**src/rtl/urp_pcie_pkg.sv**
```systemverilog
// Shared types and constants for the URP PCIe memory-write TLP path.
// Holds the MWr format/type codes, the framer state encoding and the 4-DW header layout.
package urp_pcie_pkg;

    localparam logic [2:0] FMT_MWR32 = 3'b010;
    localparam logic [2:0] FMT_MWR64 = 3'b011;
    localparam logic [4:0] TYPE_MWR  = 5'b00000;

    typedef enum logic [2:0] {
        ST_IDLE    = 3'd0,
        ST_HDR0    = 3'd1,
        ST_HDR1    = 3'd2,
        ST_HDR2    = 3'd3,
        ST_HDR3    = 3'd4,
        ST_PAYLOAD = 3'd5
    } state_t;

    typedef struct packed {
        logic [31:0] dw0;
        logic [31:0] dw1;
        logic [31:0] dw2;
        logic [31:0] dw3;
    } mwr_hdr_t;

endpackage

```
**src/rtl/urp_pcie_mwr_hdr_gen.sv**
```systemverilog
// Combinational MWr header builder: DW0..DW3 from a DW-aligned address, length and tag.
// A 3DW header leaves dw3 at zero; the framer never presents it in that case.
module urp_pcie_mwr_hdr_gen
    import urp_pcie_pkg::*;
#(
    parameter logic [15:0] REQ_ID = 16'h0100
) (
    input  logic [61:0] i_addr_dw,
    input  logic [9:0]  i_len,
    input  logic [7:0]  i_tag,
    output mwr_hdr_t    o_hdr
);

    logic       w_is64;
    logic [3:0] w_last_be;

    always_comb begin
        w_is64    = |i_addr_dw[61:30];
        w_last_be = (i_len == 10'd1) ? 4'h0 : 4'hF;

        o_hdr.dw0 = {(w_is64 ? FMT_MWR64 : FMT_MWR32), TYPE_MWR, 14'b0, i_len};
        o_hdr.dw1 = {REQ_ID, i_tag, w_last_be, 4'hF};
        if (w_is64) begin
            o_hdr.dw2 = i_addr_dw[61:30];
            o_hdr.dw3 = {i_addr_dw[29:0], 2'b00};
        end else begin
            o_hdr.dw2 = {i_addr_dw[29:0], 2'b00};
            o_hdr.dw3 = '0;
        end
    end

endmodule

```
**src/rtl/urp_pcie_mwr_tlp_framer.sv**
```systemverilog
// MWr TLP framer: accepts one (addr, len) request, emits a 3DW/4DW header and then
// streams len payload DWs straight from a first-word-fall-through FIFO.
module urp_pcie_mwr_tlp_framer
    import urp_pcie_pkg::*;
#(
    parameter int unsigned DATA_WIDTH = 32,
    parameter int unsigned ADDR_WIDTH = 64,
    parameter logic [15:0] REQ_ID     = 16'h0100
) (
    input  logic                  clk,
    input  logic                  rst_n,
    input  logic                  req_valid_i,
    output logic                  req_ready_o,
    input  logic [ADDR_WIDTH-1:0] req_addr_i,
    input  logic [9:0]            req_len_i,
    input  logic                  fifo_empty_i,
    input  logic [DATA_WIDTH-1:0] fifo_rdata_i,
    output logic                  fifo_rden_o,
    output logic                  tx_valid_o,
    input  logic                  tx_ready_i,
    output logic [DATA_WIDTH-1:0] tx_data_o,
    output logic                  tx_sop_o,
    output logic                  tx_eop_o,
    output logic                  busy_o
);

    state_t      r_state;
    logic [7:0]  r_tag;
    logic [7:0]  r_cur_tag;
    logic [10:0] r_cnt;
    logic [61:0] r_addr_dw;
    logic [9:0]  r_len;

    mwr_hdr_t    w_hdr;
    logic        w_is64;
    logic        w_tx_valid;
    logic        w_pop;
    logic        w_unused_addr_lo;

    // Byte-offset bits carry no information for a DW-aligned write.
    assign w_unused_addr_lo = &{1'b0, req_addr_i[1:0]};

    urp_pcie_mwr_hdr_gen #(
        .REQ_ID (REQ_ID)
    ) u_hdr_gen (
        .i_addr_dw (r_addr_dw),
        .i_len     (r_len),
        .i_tag     (r_cur_tag),
        .o_hdr     (w_hdr)
    );

    assign w_is64 = |r_addr_dw[61:30];

    always_comb begin
        w_tx_valid = 1'b0;
        tx_data_o  = '0;
        tx_sop_o   = 1'b0;
        tx_eop_o   = 1'b0;
        case (r_state)
            ST_HDR0: begin
                w_tx_valid = 1'b1;
                tx_data_o  = w_hdr.dw0;
                tx_sop_o   = 1'b1;
            end
            ST_HDR1: begin
                w_tx_valid = 1'b1;
                tx_data_o  = w_hdr.dw1;
            end
            ST_HDR2: begin
                w_tx_valid = 1'b1;
                tx_data_o  = w_hdr.dw2;
            end
            ST_HDR3: begin
                w_tx_valid = 1'b1;
                tx_data_o  = w_hdr.dw3;
            end
            ST_PAYLOAD: begin
                w_tx_valid = ~fifo_empty_i;
                tx_data_o  = fifo_rdata_i;
                tx_eop_o   = (r_cnt == 11'd1) & ~fifo_empty_i;
            end
            default: ;
        endcase
        w_pop = (r_state == ST_PAYLOAD) & w_tx_valid & tx_ready_i;
    end

    assign tx_valid_o  = w_tx_valid;
    assign fifo_rden_o = w_pop;
    assign req_ready_o = rst_n & (r_state == ST_IDLE);
    assign busy_o      = (r_state != ST_IDLE);

    always_ff @(posedge clk) begin
        if (!rst_n) begin
            r_state   <= ST_IDLE;
            r_tag     <= '0;
            r_cur_tag <= '0;
            r_cnt     <= '0;
            r_addr_dw <= '0;
            r_len     <= '0;
        end else begin
            case (r_state)
                ST_IDLE: begin
                    if (req_valid_i) begin
                        r_addr_dw <= req_addr_i[63:2];
                        r_len     <= req_len_i;
                        r_cnt     <= (req_len_i == 10'd0) ? 11'd1024 : {1'b0, req_len_i};
                        r_cur_tag <= r_tag;
                        r_tag     <= r_tag + 8'd1;
                        r_state   <= ST_HDR0;
                    end
                end
                ST_HDR0: if (tx_ready_i) r_state <= ST_HDR1;
                ST_HDR1: if (tx_ready_i) r_state <= ST_HDR2;
                ST_HDR2: if (tx_ready_i) r_state <= w_is64 ? ST_HDR3 : ST_PAYLOAD;
                ST_HDR3: if (tx_ready_i) r_state <= ST_PAYLOAD;
                ST_PAYLOAD: begin
                    if (w_pop) begin
                        r_cnt <= r_cnt - 11'd1;
                        if (r_cnt == 11'd1) begin
                            r_state <= ST_IDLE;
                        end
                    end
                end
                default: r_state <= ST_IDLE;
            endcase
        end
    end

endmodule

```
**config.mk**
```make
export PLATFORM = sky130hd
export DESIGN_NAME = urp_pcie_mwr_tlp_framer
export DESIGN_NICKNAME = d
export VERILOG_FILES = /design/src/rtl/urp_pcie_pkg.sv /design/src/rtl/urp_pcie_mwr_hdr_gen.sv /design/src/rtl/urp_pcie_mwr_tlp_framer.sv
export SDC_FILE = /design/constraint.sdc
export NUM_CORES = 1
export LEC_CHECK = 0
export ABC_AREA = 1
export BUFFER_PORTS_ARGS = -buffer_cell sky130_fd_sc_hd__buf_4
export CAP_MARGIN = 20
export CORE_AREA = 5 5 111 113
export CTS_BUF_LIST = sky130_fd_sc_hd__clkbuf_8
export DETAILED_ROUTE_END_ITERATION = 7
export DIE_AREA = 0 0 116 118
export GPL_ROUTABILITY_DRIVEN = 1
export GPL_TIMING_DRIVEN = 0
export PLACE_DENSITY = 0.83
export SETUP_SLACK_MARGIN = 0.3
export SLEW_MARGIN = 0
export SYNTH_ARGS = -nofsm -noshare
export SYNTH_HDL_FRONTEND = slang
export SYNTH_SLANG_ARGS = --single-unit
export TNS_END_PERCENT = 30
```
**constraint.sdc**
```tcl
create_clock -name clk -period 1.6 [get_ports clk]
set_input_delay 0.16 -clock clk [delete_from_list [all_inputs] [get_ports clk]]
set_output_delay 0.16 -clock clk [all_outputs]
set_load 0.01 [all_outputs]
```
==> impl_metrics.ini, run 1 <==
[global_routing]
antenna_found_initial = 0
grt_usage_pct = 29.8
grt_pass1_wl_mm = 32.3
grt_use_met1_pct = 37.8
busiest_layer = met2
grtUsageMet2_pct = 48.3
met3_usage_pct = 3.86
grt_pass1_vias = 6377
grt_start_max_net_pins = 18
grt_overflow = 0

[route]
routed_wl_mm = 22.9
antenna_left = 0
wl_per_cell_um = 19.5
first_iter_violations = 1002
vias = 6888
routed_via_density = 5.87
drcViolationCount = 0
drtPass1Iterations = 8

[yosys]
syn_area_per_cell_um2 = 6.43
synth_warnings = 0
synth_edf_count = 0
synth_area_mm2 = 0.00535
netlist.area_leader.share_pct = 38.2
async_flop_share_pct = 0
ys_seq_area_share_pct = 38.2
synth_nets = 947
synthCells = 832
ys_types = 37
yosys-top-cells-area = dfxtp_1, nand2_1, a21oi_1, o21ai_0, nor2_1
ys.flop_type = dfxtp_1
ys_ff_latch = 102
yosys-top-cells-count = nand2_1, a21oi_1, dfxtp_1, nor2_1, o21ai_0
yosysMostFrequentCell = nand2_1
synth_area_leader_cell = dfxtp_1

[clock_network]
cts.reportedPaths.clkPinSlew_ns = 0.11
cts_tree = built
cts_max_level = 3
postCtsHoldBufs = 0
insertion_delay_ns = 0.38
cts_buffers = 9
cts.sinks = 102
clk_path_buf_depth = 2
ctsRootBufferMaster = clkbuf_8

[sta]
fin_skew_ns = 0.0106
post-route-period-util_pct = 147
finalCriticalPeriod_ns = 2.36
setup_ws_ns = -0.756
hold_viol = 0
relSlewSlack_pct = 50.2
fmax_ghz = 0.424
rsz0062_at_grt = yes
maxSlewViolCount = 0
worstMarginPinSlew_ns = 0.747
finalSetupViolations = 48

[setup_path]
rr_endpoint = r_cnt[0]
endpoint = tx_data_o[16]
worstPathArrival_ns = 2.20
end_kind = primary output
cp_cell_sequence = nor2_1, nand2_1, nor2_4, nand2_2, nor2_4, nand2_2, nand2_4, buf_6, nand2_1, a21oi_2, buf_4
rr_worst_depth = 9
crit_start = r_addr_dw[34]
reg2reg_from = r_state[0]
crit_fanout = 6
slowest_delay_ns = 0.36
setup.reg_to_reg.worst_slack_ns = -0.14
cp-start-kind = flop
cpMaxStageDelayCell = dfxtp_1
critPathRequiredTime_ns = 1.44
path_class = flop to primary output

[floorplan]
io_pins = 149
die_w_um = 116
core_area_mm2 = 0.0112
placement_rows = 39
die_h_um = 118
start_util_pct = 47.7
dieArea_mm2 = 0.0137

[status]
violations = negative setup slack
status = complete, but fails checks

[final_layout]
fill_cells = 816
antenna_cells = 0
utilization_pct = 72.1
multi_input_area_mm2 = 0.00339
syn2layout_area_growth_pct = 51.2
final_nets = 1141
ff_latch_area_mm2 = 0.00207
layout-drive-gt1-share_pct = 38.2

[place]
dp_slack_ns = -0.414
hpwl_mm = 14.1
io_buffers = 146
place.gp.congestion = 0.936

[flow_run]
maxCapViolCount = 0

[min_path]
hold_class = input pin to flop

[power_and_ir_drop]
power_density_mw_per_mm2 = 1640
vdd_drop_max_uv = 738
leakage_nw = 3.40
area by class of cell:
cell class / count / area share, %
flip-flops and latches: 102 / 25.6
clock inverters: 7 / 0.603
clock buffers: 9 / 1.53
inverters: 87 / 4.59
multi-input cells: 601 / 42.0
repair buffers: 182 / 17.9
well taps: 143 / 2.21
plain buffers: 43 / 5.60
cells by family (layout without fill, tap and decap cells):
kind of cell             after synthesis  count (layout)  synth area share [%]
adder cells (fa/ha/maj)                4               4                 0.936
buffers and inverters                130             328                  10.2
XOR/XNOR                               3               3                 0.491
AO/OA/AOI/OAI                        220             220                  21.4
flip-flops                           102             102                  38.2
AND/OR/NAND/NOR                      373             374                  28.8
sequential cells by signal, indices dropped and copies added (netlist names):
register and flops:
r_addr_dw 62, r_len 10, r_tag 8, r_cnt 11, r_state 3, r_cur_tag 8
per-stage QoR:
step                      hold WS, ns  instances  instance area (um2)  power [mW]  setup TNS, ns
after floorplan                 0.295        832                 5530        7.31              0
after global placement          0.393       1121                 6800        8.98          -7.57
after detailed placement        0.406       1121                 6800        9.08          -8.45
after CTS                      0.0249       1157                 7720        11.9         -15.77
after global routing           0.0204       1174                 8090        13.8         -25.32
final                          0.0231       1174                 8090        13.3         -21.62
critical path, delay by kind of cell, from the launching register on:
| kind | cells | cell delay, ns |
|---|---|---|
| AOI/OAI and AO/OA | 1 | 0.16 |
| DFF | 1 | 0.36 |
| buffers and inverters | 2 | 0.30 |
| and+or+nand+nor | 8 | 0.99 |
cell usage in the layout, fill, tap and decap left out, types with 13 or more instances in the layout:
cell type	n
nor2_2	15
nand2_1	186
buf_4	174
nand2_2	26
o21ai_0	62
clkbuf_8	14
inv_1	73
dfxtp_1	89
a21oi_2	34
buf_6	13
a21oi_1	84
nor2_4	16
nor2_1	74
nand3_1	18
power by group:
part | switching (mW) | total, mW | internal [mW]
registers | 0.535 | 3.74 | 3.21
logic | 4.79 | 7.97 | 3.19
clock network | 0.973 | 1.54 | 0.571
total | 6.29 | 13.3 | 6.96
how the worst min path moves through the flow:
stage | startpoint | end | slack, ns | depth (start not counted)
2_1_floorplan | req_addr_i[61] | r_addr_dw[59] | 0.29 | 2
3_3_place_gp | req_addr_i[61] | r_addr_dw[59] | 0.39 | 3
3_5_place_dp | req_addr_i[61] | r_addr_dw[59] | 0.41 | 3
4_1_cts | req_addr_i[61] | r_addr_dw[59] | 0.02 | 3
5_1_grt | req_addr_i[18] | r_addr_dw[16] | 0.02 | 3
6_report | req_addr_i[18] | r_addr_dw[16] | 0.02 | 3
metal layers:
metal,part of all wire (%),vias to the layer above
li1,-,3070
met1,35,3087
met2,46,549
met3,11,182
met4,7.7,0
met5,0,-
repair_timing:
action / CTS / global route
endpoints found under the setup margin: 140 / 140
buffers inserted: 16 / 16
hold endpoints to repair: 0 / 0
resized for setup: 180 / 63
pin swaps: 46 / 33
gates cloned: 4 / 1
(Power assumes the default switching activity.)
==> inputs of run 2 (changes only) <==
==> constraint.sdc (replaced) <==
create_clock -name clk -period 1.6 [get_ports clk]
set_input_delay 0.32 -clock clk [delete_from_list [all_inputs] [get_ports clk]]
set_output_delay 0.32 -clock clk [all_outputs]
set_load 0.01 [all_outputs]
==> impl_metrics.ini, run 2 (synthesis results as in run 1) <==
[status]
status = complete, but fails checks
violations = negative setup slack

[floorplan]
dieArea_mm2 = 0.0137
placement_rows = 39
io_pins = 149
start_util_pct = 47.7
die_h_um = 118
die_w_um = 116
core_area_mm2 = 0.0112

[final_layout]
largest_reg_flops = 62
syn2layout_area_growth_pct = 58.5
fill_cells = 680
final_common_cell = buf_4
utilization_pct = 75.6
antenna_cells = 0
layout-drive-gt1-share_pct = 44.2
fin_area_mm2 = 0.00848
regMostFlops = r_addr_dw
reg_top3 = r_addr_dw: 62 flops, r_cnt: 11 flops, r_len: 10 flops
fin_cells = 1180
layout_common_cells = buf_4, nand2_1, dfxtp_1
final_nets = 1147

[sta]
fmax_ghz = 0.382
setup_ws_ns = -1.02
fin_skew_ns = 0.0121
rsz0062_at_grt = yes
hold_viol = 0
finalSetupViolations = 62
relSlewSlack_pct = 39.2
maxSlewViolCount = 0
worstMarginPinSlew_ns = 0.911
post-route-period-util_pct = 164
finalCriticalPeriod_ns = 2.62

[setup_path]
path_class = flop to primary output
end_kind = primary output
worstPathArrival_ns = 2.30
cp-start-kind = flop
critPathRequiredTime_ns = 1.28
crit_fanout = 10

[power_and_ir_drop]
leakage_nw = 3.58
power_density_mw_per_mm2 = 1680
vdd_drop_max_uv = 943

[route]
vias = 7335
drtPass1Iterations = 8
routed_via_density = 6.22
drcViolationCount = 0
first_iter_violations = 1273
antenna_left = 0
routed_wl_mm = 25.8
wl_per_cell_um = 21.8

[min_path]
hold_class = input pin to flop

[global_routing]
antenna_found_initial = 0
grt_overflow = 0
grt_usage_pct = 30.9
grt_start_max_net_pins = 18
grt_pass1_wl_mm = 33.1
grt_pass1_vias = 6459

[place]
dp.cells = 1121
hpwl_mm = 14.2
io_buffers = 146
placed_cell_area_mm2 = 0.00683
place.gp.congestion = 0.952

[flow_run]
maxCapViolCount = 0

[clock_network]
cts_buffers = 9
cts.sinks = 102
cts_tree = built
insertion_delay_ns = 0.39
cts.reportedPaths.clkPinSlew_ns = 0.11
ctsRootBufferMaster = clkbuf_8
cts_max_level = 3
clk_path_buf_depth = 2
## run 2: changes by cell type in the layout (fill, tap and decap cells not counted), moves of 10 or more
| cell | before | now |
|---|---|---|
| a21oi_2 | 34 | 55 |
| nand2_2 | 26 | 38 |
| o21ai_0 | 62 | 36 |
| a21oi_1 | 84 | 59 |
| o21ai_2 | 10 | 27 |
| buf_6 | 13 | 23 |
| nand2_4 | 6 | 16 |
| nand2_1 | 186 | 165 |
## run 2: through the flow
stage / setup WS, ns / setup TNS (ns) / hold WS, ns / total power, mW
2_1_floorplan: -0.0993 / -1.34 / 0.425 / 7.32
3_3_place_gp: -0.481 / -12.05 / 0.451 / 8.97
3_5_place_dp: -0.496 / -12.50 / 0.454 / 9.08
4_1_cts: -0.689 / -21.53 / 0.133 / 12.5
5_1_grt: -1.18 / -38.77 / 0.186 / 14.8
6_report: -1.02 / -32.82 / 0.162 / 14.3
## run 2: what timing repair did
| item | in CTS | in global routing |
|---|---|---|
| resized for setup | 223 | 116 |
| setup buffers | 25 | 11 |
| cloned | 5 | 2 |
| hold buffers | 0 | 0 |
| endpoints found under the setup margin | 140 | 140 |
| pin swaps | 64 | 49 |
## run 2: path summary, 6_finish.rpt
check             slack, ns      startpoint       endpoint  cells after the start
setup / recovery      -1.02   r_addr_dw[48]   tx_data_o[6]                     10
hold reg to reg        0.47    r_addr_dw[3]   r_addr_dw[3]                      2
setup reg to reg      -0.21      r_state[1]     r_state[0]                     14
hold / removal         0.16  req_addr_i[61]  r_addr_dw[59]                      3
## run 2: report_power, final
part	internal [mW]	switching, mW	total (mW)
Combinational	3.52	5.27	8.78
Clock	0.670	0.999	1.67
Sequential	3.21	0.610	3.82
Total	7.39	6.87	14.3
## run 2: cell type report
type | count | area (um2) | area share, %
Inverter | 87 | 382 | 4.50
Multi-Input combinational cell | 601 | 3600 | 42.5
Clock inverter | 5 | 40.0 | 0.472
Timing Repair Buffer | 188 | 1580 | 18.7
Tap cell | 143 | 179 | 2.11
Sequential cell | 102 | 2070 | 24.5
Buffer | 43 | 465 | 5.49
Clock buffer | 11 | 151 | 1.79
## run 2: layer usage
metal | track usage [%] | share of wire [%] | wire length, um | vias to the layer above
met5 | 0 | 0 | 0 | -
met4 | 20.4 | 10 | 2610 | 0
met3 | 6.02 | 12 | 3220 | 267
met2 | 49.8 | 44 | 11300 | 706
met1 | 36.8 | 33 | 8630 | 3273
li1 | - | - | - | 3089
## run 2: critical path, stage by stage, from the launching register on
cell,delay (ns)
dfxtp_1,0.34
nor2_1,0.17
nand2_1,0.14
nor2_2,0.18
nand4_1,0.26
clkbuf_8,0.26
nand3_1,0.10
nand2_1,0.09
nor2_1,0.15
nor2_1,0.07
buf_4,0.15
==> inputs of run 3 (changes only) <==
--- a/config.mk
+++ b/config.mk
@@ -14,7 +14,7 @@
 export DIE_AREA = 0 0 116 118
 export GPL_ROUTABILITY_DRIVEN = 1
 export GPL_TIMING_DRIVEN = 0
-export PLACE_DENSITY = 0.83
+export PLACE_DENSITY = 0.78
 export SETUP_SLACK_MARGIN = 0.3
 export SLEW_MARGIN = 0
 export SYNTH_ARGS = -nofsm -noshare
==> impl_metrics.ini, run 3 (synthesis results as in run 1) <==
[status]
status = complete, but fails checks
violations = negative setup slack

[clock_network]
ctsRootBufferMaster = clkbuf_8
cts_buffers = 9
cts.sinks = 102
cts_max_level = 3
cts_tree = built
clk_path_buf_depth = 2
postCtsHoldBufs = 0
insertion_delay_ns = 0.37
cts.reportedPaths.clkPinSlew_ns = 0.10

[min_path]
hp-start = req_addr_i[61]
hold_class = input pin to flop

[setup_path]
slowest_delay_ns = 0.35
setup.reg_to_reg.worst_slack_ns = -0.17
cp-start-kind = flop
reg2reg_from = r_state[2]
worstPathArrival_ns = 2.10
cp_cell_sequence = nor2_2, nand3_2, nor2_4, nand2_2, nor2_4, buf_12, buf_6, nand2_2, nand2_1, nor2_1, nor2_1, nor2_1, buf_4
crit_fanout = 6
end_kind = primary output
crit_start = r_addr_dw[31]
cpMaxStageDelayCell = dfxtp_2
path_class = flop to primary output
critPathRequiredTime_ns = 1.28
crit_top_cell = nor2_1

[final_layout]
ff_latch_area_mm2 = 0.00206
antenna_cells = 0
syn2layout_area_growth_pct = 52.4
multi_input_area_mm2 = 0.00334
regMostFlops = r_addr_dw
fin_area_mm2 = 0.00815
layout_common_cells = nand2_1, buf_4, dfxtp_1
utilization_pct = 72.6
reg_top3 = r_addr_dw: 62 flops, r_cnt: 11 flops, r_len: 10 flops
final_nets = 1144
fill_cells = 846
final_common_cell = nand2_1
largest_reg_flops = 62
layout-drive-gt1-share_pct = 37.9

[global_routing]
grt_pass1_wl_mm = 31.2
grt_overflow = 0
antenna_found_initial = 0
grt_pass1_vias = 6185
grt_start_max_net_pins = 17
grt_usage_pct = 28.8

[route]
routed_wl_mm = 21.2
vias = 6687
wl_per_cell_um = 18.0
drtPass1Iterations = 5
routed_via_density = 5.69
antenna_left = 0
first_iter_violations = 788
drcViolationCount = 0

[floorplan]
core_area_mm2 = 0.0112
start_util_pct = 47.7
die_h_um = 118
die_w_um = 116
io_pins = 149
placement_rows = 39
dieArea_mm2 = 0.0137

[flow_run]
maxCapViolCount = 0

[place]
hpwl_mm = 14.3
placed_cell_area_mm2 = 0.00683
place.gp.congestion = 0.958
dp_slack_ns = -0.499
io_buffers = 146

[power_and_ir_drop]
leakage_nw = 3.53
fin_total_pwr_mw = 13.5
power_density_mw_per_mm2 = 1650
vdd_drop_max_uv = 1050

[sta]
rsz0062_at_grt = yes
setup_ws_ns = -0.824
finalSetupViolations = 131
maxSlewViolCount = 0
finalCriticalPeriod_ns = 2.42
fmax_ghz = 0.413
worstMarginPinSlew_ns = 0.719
fin_skew_ns = 0.0129
tns_ns = -29.44
relSlewSlack_pct = 52.1
post-route-period-util_pct = 151
hold_viol = 0
-- run 3: cell count changes in the layout (fill, tap and decap cells not counted), moves of 5 or more --
cell / previous run / this run
a21oi_1: 59 / 79
o21ai_0: 36 / 45
nand2_1: 165 / 177
o21ai_2: 27 / 13
o21ai_4: 6 / 1
buf_4: 168 / 158
nand2_2: 38 / 28
nor2_1: 77 / 82
buf_6: 23 / 33
o21ai_1: 16 / 26
a21oi_2: 55 / 37
-- run 3: final timing paths --
| path | endpoint | depth (start not counted) |
|---|---|---|
| worst max-delay path | tx_data_o[6] | 13 |
| worst min-delay path | r_addr_dw[59] | 3 |
| worst max register to register | r_tag[7] | 9 |
| worst min register to register | r_addr_dw[49] | 2 |
-- run 3: through the flow --
stage          instances  hold slack, ns
2_1_floorplan        832           0.425
3_3_place_gp        1121           0.451
3_5_place_dp        1121           0.455
4_1_cts             1175           0.183
5_1_grt             1176           0.177
6_report            1176           0.174
-- run 3: area by class of cell --
class                           instances  area share, %
Multi-Input combinational cell        601           41.0
Timing Repair inverter                  1         0.0460
Clock buffer                            9           1.52
Clock inverter                          6           1.66
Timing Repair Buffer                  184           19.0
Inverter                               87           4.56
Tap cell                              143           2.19
Sequential cell                       102           25.3
Buffer                                 43           4.76
-- run 3: report_power, final --
group	total (mW)	switching [mW]	leakage, nW	internal, mW
registers	3.71	0.508	0.844	3.20
logic	7.63	4.57	2.55	3.06
clock network	2.14	0.944	0.133	1.20
total	13.5	6.02	3.53	7.45
-- run 3: layer usage --
metal / wire, um / part of all wire (%) / vias to the layer above / global-route usage, %
met5: 0 / 0 / - / 0
met4: 1090 / 5.2 / 0 / 15.8
met3: 2040 / 9.6 / 97 / 4.42
met2: 9840 / 47 / 454 / 45.2
met1: 8190 / 39 / 3048 / 37.4
li1: - / - / 3088 / -
-- run 3: worst max-delay path, delay by kind of cell (launching register included) --
family | cells | cell delay (ns)
DFF | 1 | 0.35
and+or+nand+nor | 10 | 0.99
buffers and inverters | 3 | 0.39
-- run 3: timing repair --
action | in CTS | in global routing
endpoints found under the setup margin | 140 | 140
gates cloned | 7 | 1
gates resized for setup | 135 | 109
buffers inserted | 32 | 0
pin swaps | 35 | 48
